===== src/rtl/mem_arbiter.sv =====
// Two-port round-robin arbiter in front of a single-port word memory.
// Port 0 is the CPU data path and port 1 is the loader/debug port.
//
// Ports:
//   clk, rst                 clock; asynchronous active-high reset
//   req*, we*, lock*         per-port request, write enable, lock hint
//   addr*, wdata*            per-port word address and write data
//   gnt*                     combinational grant; access completes at the edge
//   rvalid*, rdata*          registered read-valid; rdata follows mem_dout
//   mem_addr, mem_din,
//   mem_we, mem_dout         single-port synchronous memory interface
module mem_arbiter #(
  parameter int AW       = 10,
  parameter int DW       = 32,
  parameter int LOCK_MAX = 4
) (
  input  logic          clk,
  input  logic          rst,
  input  logic          req0,
  input  logic          req1,
  input  logic          we0,
  input  logic          we1,
  input  logic          lock0,
  input  logic          lock1,
  input  logic [AW-1:0] addr0,
  input  logic [AW-1:0] addr1,
  input  logic [DW-1:0] wdata0,
  input  logic [DW-1:0] wdata1,
  output logic          gnt0,
  output logic          gnt1,
  output logic          rvalid0,
  output logic          rvalid1,
  output logic [DW-1:0] rdata0,
  output logic [DW-1:0] rdata1,
  output logic [AW-1:0] mem_addr,
  output logic [DW-1:0] mem_din,
  output logic          mem_we,
  input  logic [DW-1:0] mem_dout
);

  localparam int CW = $clog2(LOCK_MAX + 1);
  localparam logic [CW-1:0] CNT_MAX = CW'(LOCK_MAX);
  localparam logic [CW-1:0] CNT_ONE = CW'(1);

  logic          last_grant_q, last_grant_d;
  logic          locked_q, locked_d;
  logic          lock_owner_q, lock_owner_d;
  logic [CW-1:0] lock_cnt_q, lock_cnt_d;
  logic          rvalid0_q, rvalid0_d;
  logic          rvalid1_q, rvalid1_d;

  logic sel;
  logic any_gnt;
  logic lock_hold;
  logic we_g;
  logic lock_g;

  // The lock is honoured only while its budget of consecutive
  // grants under contention is not used up.
  assign lock_hold = locked_q && (lock_cnt_q < CNT_MAX);

  // sel names the winning port; it stays 0 when idle or in reset
  // so the memory mux defaults to port 0.
  always_comb begin
    sel  = 1'b0;
    gnt0 = 1'b0;
    gnt1 = 1'b0;
    if (!rst) begin
      if (req0 && req1) begin
        sel = lock_hold ? lock_owner_q : ~last_grant_q;
      end else begin
        sel = req1;
      end
      gnt0 = req0 & ~sel;
      gnt1 = req1 & sel;
    end
  end

  assign any_gnt = gnt0 | gnt1;
  assign we_g    = sel ? we1 : we0;
  assign lock_g  = sel ? lock1 : lock0;

  assign mem_addr = sel ? addr1 : addr0;
  assign mem_din  = sel ? wdata1 : wdata0;
  assign mem_we   = we_g & any_gnt;

  assign rdata0  = mem_dout;
  assign rdata1  = mem_dout;
  assign rvalid0 = rvalid0_q;
  assign rvalid1 = rvalid1_q;

  always_comb begin
    last_grant_d = last_grant_q;
    locked_d     = locked_q;
    lock_owner_d = lock_owner_q;
    lock_cnt_d   = lock_cnt_q;
    if (any_gnt) begin
      last_grant_d = sel;
      if (lock_g) begin
        // A repeat grant to the current owner extends its run;
        // any other grant starts a fresh run for the new owner.
        if (locked_q && (lock_owner_q == sel)) begin
          if (lock_cnt_q == CNT_MAX) begin
            lock_cnt_d = CNT_MAX;
          end else begin
            lock_cnt_d = lock_cnt_q + CNT_ONE;
          end
        end else begin
          lock_cnt_d = CNT_ONE;
        end
        locked_d     = 1'b1;
        lock_owner_d = sel;
      end else begin
        locked_d   = 1'b0;
        lock_cnt_d = '0;
      end
    end else begin
      locked_d   = 1'b0;
      lock_cnt_d = '0;
    end
  end

  assign rvalid0_d = gnt0 & ~we0;
  assign rvalid1_d = gnt1 & ~we1;

  always_ff @(posedge clk or posedge rst) begin
    if (rst) begin
      last_grant_q <= 1'b1;
      locked_q     <= 1'b0;
      lock_owner_q <= 1'b0;
      lock_cnt_q   <= '0;
      rvalid0_q    <= 1'b0;
      rvalid1_q    <= 1'b0;
    end else begin
      last_grant_q <= last_grant_d;
      locked_q     <= locked_d;
      lock_owner_q <= lock_owner_d;
      lock_cnt_q   <= lock_cnt_d;
      rvalid0_q    <= rvalid0_d;
      rvalid1_q    <= rvalid1_d;
    end
  end

endmodule


===== config.mk =====
export PLATFORM = sky130hd
export DESIGN_NAME = mem_arbiter
export DESIGN_NICKNAME = d
export VERILOG_FILES = /design/src/rtl/mem_arbiter.sv
export SDC_FILE = /design/constraint.sdc
export NUM_CORES = 1
export LEC_CHECK = 0
export CAP_MARGIN = 10
export CORE_AREA = 2 2 91 93
export CTS_CLUSTER_SIZE = 10
export DETAILED_ROUTE_END_ITERATION = 6
export DIE_AREA = 0 0 93 95
export GPL_TIMING_DRIVEN = 0
export PLACE_DENSITY = 0.74
export SLEW_MARGIN = 20
export SYNTH_ARGS = -nofsm -noshare
export SYNTH_HDL_FRONTEND = slang
export SYNTH_SLANG_ARGS = --single-unit

===== constraint.sdc =====
create_clock -name clk -period 3.51 [get_ports clk]
set_input_delay 0.702 -clock clk [delete_from_list [all_inputs] [get_ports clk]]
set_output_delay 0.702 -clock clk [all_outputs]
set_load 0.01 [all_outputs]

==> qor.yml <==
hp-class: "register to register"
worst_ep_arrival_time_ps: 2710
synth_top_family_by_area: "simple AND/OR/NAND/NOR gates"
p_switching_uw: 227
fin_ws_ps: 97.9
crit_path_cell_trace: "dlygate4sd2_1, and4bb_2, a2111o_1, buf_6, clkinv_4, buf_6, nand2_1, nand2_1, clkdlybuf4s50_1"
port_buffers: 202
synthCells: 251
cts_buffer_depth: 2
layout.nets: 584
rr_worst_depth: 6
cts_setup_buffers: 0
grt_pass1_wl_mm: 9.51
irDropWorstVdd_v: 0.000252
p_per_area_nw_per_um2: 193
critPathKind: "input pin to primary output"
p_seq_frac: 0.154
maxCapViolCount: 0
diodes: 0
firstDrtPassIters: 4
crit_required_ps: 2810
crit_path_start_kind: "input pin"
cts_root_buf: "clkbuf_8"
grt_usage: 0.133
drive_gt1_frac: 0.173
drc_errors: 0
power_uw: 723
syn-cell-area_um2: 1500
reg2reg_slack_ps: 1790
status: "finished, final reports clean"
antenna_found_initial: 0
cts_tree: "done"
setup_viol: 0
synth-seq-cells: 8
period_needed_ps: 3410
rows: 33
gp_congestion: 0.768
clockPowerShare: 0.168
syn_nets: 377
syn_area_per_cell_um2: 5.99
syn_to_final_growth_pct: 149
synth_compound_area_frac: 0.0632
synth_fa_ha_area_frac: 0.0166
switching_share: 0.314
cellLeakagePower_uw: 0.00193
place_ws_ps: -195
ioPinCount: 235
rsz0062_at_grt: "no"
fin_util: 0.472
ant_nets: 0
routedWlPerCell_um: 12.1
relSlewSlack: 0.626
cpMaxStageDelayCell: "clkdlybuf4s50_1"
max_stage_delay_ps: 540
worst_pin_slew_ps: 557
htreeDepth: 1
vias_per_cell: 3.85
numCtsBuffers: 3
endpoint_kind: "primary output"
power.internal_uw: 496
ys_warn_count: 0
clkTransAtPathRegs_ps: 40
crit_fanout: 10
synth_cell_types: 26
min_delay_path_depth: 2
n_fill_cell: 777
muxShareOfSynthArea: 0
die_height_um: 95
tns_ps: 0
period_share: 0.972
num_vias: 2161
drv_slew: 0
drt_iter0_drc: 67
hpwl_mm: 5.95
max_freq_mhz: 293
yosys.area_share.simple: 0.395
clock_sinks: 8
die-area_um2: 8840
overflow: 0
fin_skew_ps: 1.02
grt_pass1_vias: 1981
start_util: 0.190
core_um2: 7930
finalHoldViolations: 0
ys_seq_area_frac: 0.134
synth_xor_area_frac: 0
clock_latency_ps: 240
grt_max_degree: 11
postCtsHoldBufs: 0
p_comb_frac: 0.678
die_w_um: 93
totalWireLength_mm: 6.81
==> Yosys cell counts <==
master,number,share of area
a32oi_1,2,0.012
a211oi_1,3,0.015
nand3b_1,1,0.0050
buf_2,4,0.013
a2111o_1,1,0.0075
dfstp_2,1,0.017
buf_4,64,0.32
o21ai_0,1,0.0033
nor2_1,4,0.010
o211ai_1,1,0.0050
and2_1,1,0.0042
a211o_1,1,0.0058
and4b_1,1,0.0067
ha_1,2,0.017
or2b_1,1,0.0050
inv_1,6,0.015
nand2b_1,2,0.0083
and4bb_2,1,0.0083
a22oi_1,1,0.0050
clkinv_4,1,0.0058
buf_6,5,0.037
nor2b_1,3,0.012
dfrtp_1,7,0.12
a21oi_1,3,0.010
nand2_1,133,0.33
nand3_1,1,0.0033
==> through the flow <==
stage / area, µm² / hold WS [ps] / std cells
6_report: 3740 / 485 / 562
5_1_grt: 3740 / 505 / 562
4_1_cts: 3700 / 485 / 562
3_5_place_dp: 3660 / 479 / 558
3_3_place_gp: 3660 / 468 / 558
2_1_floorplan: 1500 / 449 / 251
==> metal layers <==
| layer | GRT usage | share of wire | wire length, µm | vias up |
|---|---|---|---|---|
| met5 | 0 | 0 | 0 | - |
| met4 | 0.0306 | 0.011 | 76 | 0 |
| met3 | 0.0271 | 0.078 | 532 | 8 |
| met2 | 0.263 | 0.56 | 3790 | 101 |
| met1 | 0.145 | 0.35 | 2410 | 927 |
| li1 | - | - | - | 1125 |
==> state kept, by name (all words and copies together), names as in the netlist <==
name,count
lock_owner_q,1
lock_cnt_q,3
rvalid0,1
rvalid1,1
last_grant_q,1
locked_q,1
==> worst max-delay path: cells and delay by family <==
family                 cells  cell delay (ps)
AO/OA/AOI/OAI              1              400
buffers and inverters      5             1240
AND/OR/NAND/NOR            3              370
==> what timing repair did <==
action,CTS,global route
endpoints found under the setup margin,41,18
resized for setup,4,18
cloned,0,0
==> cell type report <==
cell class	instances	area [µm²]	share of cell area
multi-input combinational	163	714	0.191
tap	105	131	0.0351
inverter	7	31.3	0.00836
timing repair buffer	202	2060	0.551
clock buffer	4	45.0	0.0120
buffer	73	557	0.149
sequential	8	201	0.0538
==> worst paths after layout <==
check | from | to
max in group asynchronous | rst | last_grant_q$_DFFE_PP1P_
min reg2reg | last_grant_q$_DFFE_PP1P_ | last_grant_q$_DFFE_PP1P_
min | last_grant_q$_DFFE_PP1P_ | last_grant_q$_DFFE_PP1P_
min in group asynchronous | rst | rvalid0$_DFF_PP0_
max reg2reg | lock_owner_q$_DFFE_PP0P_ | lock_cnt_q[1]$_DFF_PP0_
max | req0 | mem_din[22]
==> power groups by stage <==
stage	clock, µW	combinational (µW)	sequential, µW
3_5_place_dp	0	504	112
5_1_grt	128	530	113
4_1_cts	126	503	111
3_3_place_gp	0	498	111
2_1_floorplan	0	202	110
6_report	121	490	111
==> cells by family after synthesis <==
| group | after synthesis |
|---|---|
| simple gates | 148 |
| buf+inv | 80 |
| flops | 8 |
| fa+ha+maj | 2 |
| compound gates | 13 |
==> cells in the final DEF, fill, tap and decap left out, types with 2 or more instances in the layout <==
cell type        netlist  routed
inv_1                  6       6
clkbuf_8               0       3
dfrtp_1                7       7
nand2_1              133     133
buf_2                  4       4
clkdlybuf4s50_1        0     180
nor2_1                 4       4
buf_4                 64      64
a32oi_1                2       2
a21oi_1                3       3
ha_1                   2       2
buf_6                  5       5
nor2b_1                3       3
dlygate4sd2_1          0       4
dlymetal6s2s_1         0      18
a211oi_1               3       3
nand2b_1               2       2
Power figures use the tool's default switching activity.
